File: src/rtl/debug_frame_pkg.sv
// Shared encodings and sizing helpers for the debug snapshot serialiser
// (debug_frame_tx and its byte shifter).
package debug_frame_pkg;

    localparam logic [1:0] ST_IDLE  = 2'd0;
    localparam logic [1:0] ST_START = 2'd1;
    localparam logic [1:0] ST_WAIT  = 2'd2;
    localparam logic [1:0] ST_DONE  = 2'd3;

    typedef enum logic [1:0] {
        PH_HDR  = 2'd0,
        PH_LEN  = 2'd1,
        PH_DATA = 2'd2,
        PH_CKS  = 2'd3
    } phase_e;

    localparam logic [7:0] DEFAULT_HEADER = 8'hA5;

    // The LEN byte is a single UART byte, so a frame carries at most 255 data bytes.
    localparam int MAX_N_BYTES = 255;

    function automatic int n_bytes_of(input int nb_payload);
        return (nb_payload + 7) / 8;
    endfunction

endpackage

File: src/rtl/debug_frame_if.sv
// Byte-level start/done handshake between the frame serialiser and uart_tx.
// Signal directions are named from the serialiser's point of view.
interface debug_frame_if;

    logic       o_tx_start;
    logic [7:0] o_data;
    logic       i_txDone;

    modport master (
        output o_tx_start,
        output o_data,
        input  i_txDone
    );

    modport slave (
        input  o_tx_start,
        input  o_data,
        output i_txDone
    );

endinterface

File: src/rtl/debug_byte_shifter.sv
// Parallel-load snapshot register that presents the payload MSB-first one byte
// at a time, with a data-byte counter and last-byte flag.
module debug_byte_shifter
    import debug_frame_pkg::*;
#(
    parameter int NB_DATA    = 8,
    parameter int NB_PAYLOAD = 280,
    parameter int N_BYTES    = n_bytes_of(NB_PAYLOAD)
) (
    input  logic                  clk,
    input  logic                  i_rst_n,
    input  logic                  i_load,
    input  logic [NB_PAYLOAD-1:0] i_payload,
    input  logic                  i_shift,
    output logic [NB_DATA-1:0]    o_byte,
    output logic                  o_last
);

    localparam int NB_SREG = N_BYTES * NB_DATA;

    logic [NB_SREG-1:0] r_sreg;
    logic [7:0]         r_cnt;
    logic [NB_SREG-1:0] w_padded;

    // Right-align the payload; the cast zero-fills the unused upper bits.
    assign w_padded = NB_SREG'(i_payload);

    always_ff @(posedge clk or negedge i_rst_n) begin
        if (!i_rst_n) begin
            r_sreg <= '0;
            r_cnt  <= '0;
        end else if (i_load) begin
            r_sreg <= w_padded;
            r_cnt  <= '0;
        end else if (i_shift) begin
            r_sreg <= r_sreg << NB_DATA;
            r_cnt  <= r_cnt + 8'd1;
        end
    end

    assign o_byte = r_sreg[NB_SREG-1 -: NB_DATA];
    assign o_last = (r_cnt == 8'(N_BYTES - 1));

endmodule

File: src/rtl/debug_frame_tx.sv
// Debug snapshot serialiser: HEADER, LEN, payload bytes MSB-first and, when
// DEBUG_FRAME_CKSUM_EN is defined, a trailing XOR checksum byte.
module debug_frame_tx
    import debug_frame_pkg::*;
#(
    parameter int         NB_DATA    = 8,
    parameter int         NB_PAYLOAD = 280,
    parameter logic [7:0] HEADER     = DEFAULT_HEADER
) (
    input  logic                  clk,
    input  logic                  i_rst_n,
    input  logic [NB_PAYLOAD-1:0] i_payload,
    input  logic                  i_capture,
    input  logic                  i_mode_cont,
    input  logic                  i_clr_overrun,
    debug_frame_if.master         uart,
    output logic                  o_busy,
    output logic                  o_frame_done,
    output logic                  o_overrun
);

    localparam int                 N_BYTES  = n_bytes_of(NB_PAYLOAD);
    localparam logic [NB_DATA-1:0] LEN_BYTE = NB_DATA'(N_BYTES);

    logic [1:0]         r_state;
    phase_e             r_phase;
    logic               r_overrun;
    logic               w_load;
    logic               w_byte_done;
    logic               w_shift;
    logic               w_last;
    logic [NB_DATA-1:0] w_shift_byte;
    logic [NB_DATA-1:0] w_cur_byte;

    assign w_load      = (r_state == ST_IDLE) && (i_capture || i_mode_cont);
    assign w_byte_done = (r_state == ST_WAIT) && uart.i_txDone;
    assign w_shift     = w_byte_done && (r_phase == PH_DATA) && !w_last;

    debug_byte_shifter #(
        .NB_DATA    (NB_DATA),
        .NB_PAYLOAD (NB_PAYLOAD),
        .N_BYTES    (N_BYTES)
    ) u_shifter (
        .clk       (clk),
        .i_rst_n   (i_rst_n),
        .i_load    (w_load),
        .i_payload (i_payload),
        .i_shift   (w_shift),
        .o_byte    (w_shift_byte),
        .o_last    (w_last)
    );

`ifdef DEBUG_FRAME_CKSUM_EN
    logic [NB_DATA-1:0] r_cks;

    // Seeding with the LEN value folds the LEN byte into the checksum for free.
    always_ff @(posedge clk or negedge i_rst_n) begin
        if (!i_rst_n) begin
            r_cks <= '0;
        end else if (w_load) begin
            r_cks <= LEN_BYTE;
        end else if (w_byte_done && (r_phase == PH_DATA)) begin
            r_cks <= r_cks ^ w_shift_byte;
        end
    end
`endif

    always_comb begin
        w_cur_byte = '0;
        case (r_phase)
            PH_HDR:  w_cur_byte = HEADER;
            PH_LEN:  w_cur_byte = LEN_BYTE;
            PH_DATA: w_cur_byte = w_shift_byte;
            default: begin
`ifdef DEBUG_FRAME_CKSUM_EN
                w_cur_byte = r_cks;
`else
                w_cur_byte = '0;
`endif
            end
        endcase
    end

    always_ff @(posedge clk or negedge i_rst_n) begin
        if (!i_rst_n) begin
            r_state <= ST_IDLE;
            r_phase <= PH_HDR;
        end else begin
            case (r_state)
                ST_IDLE: begin
                    if (w_load) begin
                        r_state <= ST_START;
                        r_phase <= PH_HDR;
                    end
                end
                ST_START: r_state <= ST_WAIT;
                ST_WAIT: begin
                    if (uart.i_txDone) begin
                        case (r_phase)
                            PH_HDR: begin
                                r_phase <= PH_LEN;
                                r_state <= ST_START;
                            end
                            PH_LEN: begin
                                r_phase <= PH_DATA;
                                r_state <= ST_START;
                            end
                            PH_DATA: begin
                                if (!w_last) begin
                                    r_state <= ST_START;
                                end else begin
`ifdef DEBUG_FRAME_CKSUM_EN
                                    r_phase <= PH_CKS;
                                    r_state <= ST_START;
`else
                                    r_state <= ST_DONE;
`endif
                                end
                            end
                            default: r_state <= ST_DONE;
                        endcase
                    end
                end
                default: r_state <= ST_IDLE;
            endcase
        end
    end

    // A capture request while busy is only recorded; setting beats clearing.
    always_ff @(posedge clk or negedge i_rst_n) begin
        if (!i_rst_n) begin
            r_overrun <= 1'b0;
        end else if (i_capture && (r_state != ST_IDLE)) begin
            r_overrun <= 1'b1;
        end else if (i_clr_overrun) begin
            r_overrun <= 1'b0;
        end
    end

    assign uart.o_tx_start = (r_state == ST_START);
    assign uart.o_data     = ((r_state == ST_START) || (r_state == ST_WAIT)) ? w_cur_byte : '0;
    assign o_busy          = (r_state != ST_IDLE);
    assign o_frame_done    = (r_state == ST_DONE);
    assign o_overrun       = r_overrun;

endmodule

File: src/flat_wrapper.sv
// flat-port wrapper written by rule: the top's interface ports become plain ports
module debug_frame_tx_flat import debug_frame_pkg::*;
#(
    parameter int         NB_DATA    = 8,
    parameter int         NB_PAYLOAD = 280,
    parameter logic [7:0] HEADER     = DEFAULT_HEADER
)
  (clk, i_rst_n, i_payload, i_capture, i_mode_cont, i_clr_overrun, o_busy, o_frame_done, o_overrun, uart_o_tx_start, uart_o_data, uart_i_txDone);
  debug_frame_if uart_i ();
  input  logic clk;
  input  logic i_rst_n;
  input  logic [NB_PAYLOAD-1:0] i_payload;
  input  logic i_capture;
  input  logic i_mode_cont;
  input  logic i_clr_overrun;
  output logic o_busy;
  output logic o_frame_done;
  output logic o_overrun;
  output wire logic [$bits(uart_i.o_tx_start)-1:0] uart_o_tx_start;
  output wire logic [$bits(uart_i.o_data)-1:0] uart_o_data;
  input wire logic [$bits(uart_i.i_txDone)-1:0] uart_i_txDone;
  assign uart_o_tx_start = uart_i.o_tx_start;
  assign uart_o_data = uart_i.o_data;
  assign uart_i.i_txDone = uart_i_txDone;
  debug_frame_tx #(.NB_DATA(NB_DATA), .NB_PAYLOAD(NB_PAYLOAD), .HEADER(HEADER)) u_core (.clk(clk), .i_rst_n(i_rst_n), .i_payload(i_payload), .i_capture(i_capture), .i_mode_cont(i_mode_cont), .i_clr_overrun(i_clr_overrun), .uart(uart_i), .o_busy(o_busy), .o_frame_done(o_frame_done), .o_overrun(o_overrun));
endmodule
File: config.mk
export PLATFORM = sky130hd
export DESIGN_NAME = debug_frame_tx_flat
export DESIGN_NICKNAME = d
export VERILOG_FILES = /design/src/rtl/debug_frame_pkg.sv /design/src/rtl/debug_frame_if.sv /design/src/rtl/debug_byte_shifter.sv /design/src/rtl/debug_frame_tx.sv /design/src/flat_wrapper.sv
export SDC_FILE = /design/constraint.sdc
export NUM_CORES = 1
export LEC_CHECK = 0
export ABC_AREA = 0
export CAP_MARGIN = 20
export CORE_MARGIN = 4
export CORE_UTILIZATION = 40
export CTS_CLUSTER_DIAMETER = 80
export DETAILED_ROUTE_END_ITERATION = 12
export PLACE_DENSITY_LB_ADDON = 0.1
export SLEW_MARGIN = 40
export SYNTH_ARGS = -nofsm -noshare
export SYNTH_HDL_FRONTEND = slang
export SYNTH_SLANG_ARGS = --single-unit
File: constraint.sdc
create_clock -name clk -period 2.5 [get_ports clk]
set_input_delay 0.625 -clock clk [delete_from_list [all_inputs] [get_ports clk]]
set_output_delay 0.625 -clock clk [all_outputs]
set_load 0.01 [all_outputs]
* After elaboration in Yosys (flattened, before gate mapping) *
Cells that the tools add are included.

storage, ports and cells
  flip-flop bits (word level) = 293
  bits in latches = 0
  RAM bits = 0
  bits in read-only memories = 0
  input bits = 286
  word-level logic and storage cells = 49
  memories = 0

cells by class
  add/sub/neg operators = 1
  multiply operators = 0
  div/mod/pow operators = 0
  $lt $le $gt $ge = 0
  equality and inequality tests = 9
  shifts and indexed selects = 0
  muxes and demuxes = 17
  bitwise operators = 0
  reductions and logical operators = 17

operators by type and width
  operator                                              count
  2-to-1 mux 280 bit                                    2
  2-to-1 mux 8 bit                                      3
  case mux 8 bit (3 select lines)                       1
  case mux 2 bit (2 select lines)                       3
  2-to-1 mux 2 bit                                      5
  adder 8 x 1 -> 8 bit (second input constant)          1
  equality test 8 x 6 -> 1 bit (second input constant)  1
  nonzero test 2 bit                                    4
  equality test 2 bit (second input constant)           3
  case mux 2 bit (3 select lines)                       1
  logical AND 1 bit                                     5
  equality test 2 x 1 -> 1 bit (second input constant)  2
  zero test 2 bit                                       2
  inequality test 2 bit (second input constant)         2
  AND reduction 4 bit                                   1
  inequality test 3 bit (second input constant)         1
  logical OR 1 bit                                      2
  2-to-1 mux 1 bit                                      2
  AND reduction 2 bit                                   1
  OR reduction 2 bit                                    1
  zero test 1 bit                                       1

* Depth between registers and ports, before layout *
Gate-level depths: netlist of run 1.

  depth in word-level cells = 6
  mapped depth = 9
  depth with buffers taken out = 6

* Cells and area by module *
From an unflattened synthesis of run 1, not the netlist that was laid out.

unflattened totals
  cells, all modules = 1319
  area, all modules = 13748.2 sq um

modules (own cells, without submodules)
  module              instances  cells each  area each (sq um)  seq. area each (sq um)
  debug_byte_shifter  1          1262        13289.0            7206.9
  debug_frame_tx      1          57          459.2              125.1

* Worst setup path after synthesis of run 1 *
OpenSTA, ideal clock, no wires.

  kind = reg-to-reg
  start point = register u_core.r_state[0]
  end point = register u_core.u_shifter.r_sreg[100]
  setup time = 0.077 ns
  data arrival time = 1.813 ns
  data required time = 2.423 ns
  path slack = 0.609 ns
  cell stages (with the launch flop) = 9
  buffers on the path = 2
  clock period less this slack = 1.891 ns
  cell sequence = dfrtp_1 inv_1 ha_1 inv_1 nor2_2 clkbuf_1 clkbuf_1 a21oi_1 a21oi_1

on the way
  word-level cells in the longest chain between the ends = 5
  elaborated cells on any way between the ends = 8
  classes of those cells = eq/ne (1); mux (1); reduce/logical (6)

ends and longest elaborated chain
  what                                 line                      RTL
  start, declared                      debug_frame_tx.sv:25      logic [1:0] r_state;
  start signal, assigned               debug_frame_tx.sv:86      r_state <= ST_IDLE;
  start signal, assigned               debug_frame_tx.sv:92      r_state <= ST_START;
  start signal, assigned               debug_frame_tx.sv:96      ST_START: r_state <= ST_WAIT;
  equality test 2 bit                  debug_frame_tx.sv:36      assign w_byte_done = (r_state == ST_WAIT) && uart.i_txDone;
  logical AND 1 bit                    debug_frame_tx.sv:36
  logical AND 1 bit (2 in a row)       debug_frame_tx.sv:37      assign w_shift = w_byte_done && (r_phase == PH_DATA) && !w_last;
  nonzero test 2 bit (no source line)  n/a
  end signal, assigned                 debug_byte_shifter.sv:33  r_sreg <= w_padded;
  end signal, assigned                 debug_byte_shifter.sv:36  r_sreg <= r_sreg << NB_DATA;
  end, declared                        debug_byte_shifter.sv:21  logic [NB_SREG-1:0] r_sreg;

Several ways; a longest one is shown, not always the timed one.
A chain may end at the register's enable or synchronous reset.

* Final worst setup path of run 1 *
  start point = register u_core.r_state[1]
  end point = output o_busy

on the way
  word-level cells in the longest chain between the ends = 1

ends and longest elaborated chain
  what                line                   RTL
  nonzero test 2 bit  debug_frame_tx.sv:142  assign o_busy = (r_state != ST_IDLE);
  end, declared       flat_wrapper.sv:16     output logic o_busy;

Every way passes these cells.

==> results.json, run 1 <==
{
  "whs_ns": 0.0542,
  "crit_chain": "inv_1 > ha_4 > inv_1 > clkdlybuf4s50_1",
  "muxShareOfSynthArea_pct": 0.0740,
  "hold_viol_final": 0,
  "slew-limit-headroom_pct": 66.7,
  "powerDensity_nw_per_um2": 1160,
  "track_usage_pct": 20.9,
  "cp_slowest_stage_delay_ns": 0.60,
  "max_freq_ghz": 0.411,
  "swShare_pct": 36.3,
  "fin_util_pct": 55.2,
  "htree_levels": 2,
  "ff2ff_path_depth": 9,
  "place_hpwl_mm": 27.2,
  "synth_area_um2": 13500,
  "synthArstFlopShare_pct": 100,
  "synth_top_family_by_area": "compound AO/OA/AOI/OAI gates",
  "ys_warn_count": 0,
  "crit_path_start_kind": "register",
  "drt_iter0_drc": 826,
  "dr.pass1.iters": 5,
  "cap_violations": 0,
  "ant_nets": 0,
  "critPathKind": "reg -> out",
  "grt_overflow": 0,
  "grt_use_met3_pct": 3.18,
  "synthSimpleGateAreaFrac_pct": 17.3,
  "portBuffers": 297,
  "r2r_slack_ns": 0.37,
  "grt_antenna_before_repair": 1,
  "globalplace.congestion": 0.814,
  "p_seq_share_pct": 39.1,
  "grt.busiest_layer": "met2",
  "r2r-end": "u_core.u_shifter.r_sreg[39]",
  "layout_common_cells": "554 x a21oi_1, 295 x nand2_1, 291 x dfrtp_1",
  "die_w_um": 192,
  "skew_ns": 0.0173,
  "hold_buffers": 0,
  "fillerInstances": 3092,
  "synth_edf_count": 0,
  "grt_pass1_wl_mm": 63.1,
  "ys_ff_latch": 293,
  "drc": 0,
  "critPathTopFamily": "buffers and inverters",
  "clkPwrFrac_pct": 23.7,
  "postSynthCellCount": 1615,
  "synth_area_per_cell_um2": 8.37,
  "cp_data_arrival_time_ns": 1.81,
  "min_period_ns": 2.43,
  "fin_tns_setup_ns": 0,
  "post_dp_cell_area_um2": 17300,
  "combPwrFrac_pct": 37.3,
  "hold_path_class": "in -> async",
  "synth.distinct_cells": 37,
  "cp_slowest_cell": "clkdlybuf4s50_1",
  "grt_use_met2_pct": 33.0,
  "yosysSeqAreaShare_pct": 54.2,
  "num_rows": 67,
  "coreArea_um2": 33400,
  "r2r-start": "u_core.r_state[0]",
  "synth_compound_area_share_pct": 21.3,
  "status": "completed",
  "crit_buf_inv": 3,
  "wl_per_cell_um": 16.5,
  "period_share_pct": 97.2,
  "p_int_w": 0.0136,
  "worstSkewPairLatency_ns": 0.50,
  "fin_area_um2": 18500,
  "end_kind": "primary output",
  "vias_per_cell": 5.09,
  "worst-path-max-fanout": 5,
  "yosys_most_used_dff": "dfrtp_1",
  "antenna_cells": 0,
  "cts_sinks": 293,
  "rsz0062_at_grt": "no",
  "die_h_um": 192,
  "p_sw_w": 0.00778,
  "tightestPinTransition_ns": 0.500,
  "drive_gt1_share_pct": 7.39,
  "cp_common_cell": "inv_1",
  "syn_nets": 1908,
  "grt_pass1_vias": 12217,
  "cts_buffers": 34,
  "num_vias": 12057,
  "cts_tree": "done",
  "cp.required_ns": 1.88,
  "use_met1_pct": 30.5,
  "areaGrowthSynthToFinish_pct": 36.6,
  "cts.path.max_buffers": 3,
  "finalPower_w": 0.0214,
  "ir_drop_v": 0.000429,
  "synthXorXnorAreaFrac_pct": 0.324,
  "finalWirelength_mm": 39.2,
  "setup_viol": 0,
  "final_common_cell": "a21oi_1",
  "p_leak_nw": 8.45,
  "start_util_pct": 40.4,
  "drv_slew": 0,
  "grt_max_degree": 89,
  "die-area_um2": 36800,
  "finalNetCount": 2191,
  "io_pins": 298,
  "synth_adder_area_share_pct": 0.648,
  "cts.clk_slew.worst_paths_ns": 0.06,
  "root_buffer": "clkbuf_16"
}
==> what timing repair did <==
item | in CTS | in global routing
resized for setup | 16 | 2
setup endpoints to repair | 9 | 2
setup buffers | 0 | 3
==> through the flow <==
stage / std cells / setup slack (ns)
after detailed placement: 2307 / 0.108
final: 2370 / 0.0698
after global routing: 2370 / 0.0102
after CTS: 2367 / 0.00462
after global placement: 2307 / 0.104
after floorplan: 1615 / 0.609
==> cell usage after synthesis, types with 2 or more instances <==
| library cell | number | area, um2 |
|---|---|---|
| ha_1 | 7 | 87.6 |
| a21oi_1 | 554 | 2770 |
| nand4_1 | 2 | 12.5 |
| xnor2_1 | 4 | 35.0 |
| inv_1 | 10 | 37.5 |
| nand2_1 | 295 | 1110 |
| clkbuf_1 | 40 | 150 |
| nor2b_1 | 3 | 18.8 |
| nand3_1 | 9 | 45.0 |
| buf_1 | 14 | 52.6 |
| nor2_1 | 282 | 1060 |
| nor4_1 | 2 | 12.5 |
| and3_1 | 3 | 18.8 |
| or3_1 | 2 | 12.5 |
| buf_2 | 33 | 165 |
| o21ai_0 | 4 | 20.0 |
| dfrtp_1 | 293 | 7330 |
| a21boi_0 | 3 | 22.5 |
| buf_6 | 37 | 417 |
==> per-layer routing <==
metal | wire length, um | share of wire, %
met2 | 18400 | 47
met5 | 12 | 0.031
met4 | 685 | 1.7
met1 | 18100 | 46
met3 | 1960 | 5.0
==> power groups by stage <==
stage | registers, W | logic [W] | clock network [W]
finish | 0.00836 | 0.00797 | 0.00507
global route | 0.00861 | 0.00915 | 0.00541
CTS | 0.00834 | 0.00805 | 0.00518
detailed placement | 0.00837 | 0.00803 | 0
global placement | 0.00837 | 0.00779 | 0
floorplan | 0.00799 | 0.00535 | 0
==> final cells by class <==
type                            count  area, um2  area share [%]
Clock inverter                     10        103           0.556
Timing Repair Buffer              372       3960            21.4
Tap cell                          448        561            3.04
Inverter                           10       41.3           0.224
Clock buffer                       50       1050            5.71
Sequential cell                   293       7330            39.7
Multi-Input combinational cell   1187       5420            29.3
==> kinds of logic after synthesis <==
logic type,Yosys count
AND/OR/NAND/NOR,604
AO/OA/AOI/OAI,570
flip-flops,293
buffers and inverters,135
adder cells (fa/ha/maj),7
XOR/XNOR,5
multiplexers,1
==> state kept, by name (all words and copies together) (netlist names) <==
name                     flops
u_core.u_shifter.r_sreg    280
u_core.u_shifter.r_cnt       8
u_core.r_phase               2
u_core.r_state               2
u_core.o_overrun             1
==> worst max-delay path by stage <==
stage                 startpoint                           end  slack, ns  depth (start not counted)
5_1_grt        u_core.r_state[1]                uart_o_data[7]       0.01                          5
3_3_place_gp   u_core.r_state[0]                uart_o_data[5]       0.10                          4
4_1_cts        u_core.r_phase[0]                uart_o_data[1]      0.005                          5
2_1_floorplan  u_core.r_state[0]  u_core.u_shifter.r_sreg[100]       0.61                          8
6_report       u_core.r_state[1]                        o_busy       0.07                          4
3_5_place_dp   u_core.r_state[1]                uart_o_data[5]       0.11                          4
==> worst register-to-register path: stages (launching register included) <==
cell,delay (ns)
dfrtp_1,0.37
inv_1,0.11
buf_4,0.14
ha_1,0.26
and4b_1,0.26
o21a_4,0.19
buf_12,0.24
buf_12,0.21
a21oi_1,0.09
a21oi_1,0.18
No activity file was read; power rests on OpenSTA's default activity.
==> run 2: changes to the inputs <==
ABC_AREA = not set   (was 0)
==> results of run 2 <==
The final DEF is identical to that of run 1; final timing and power are the same.
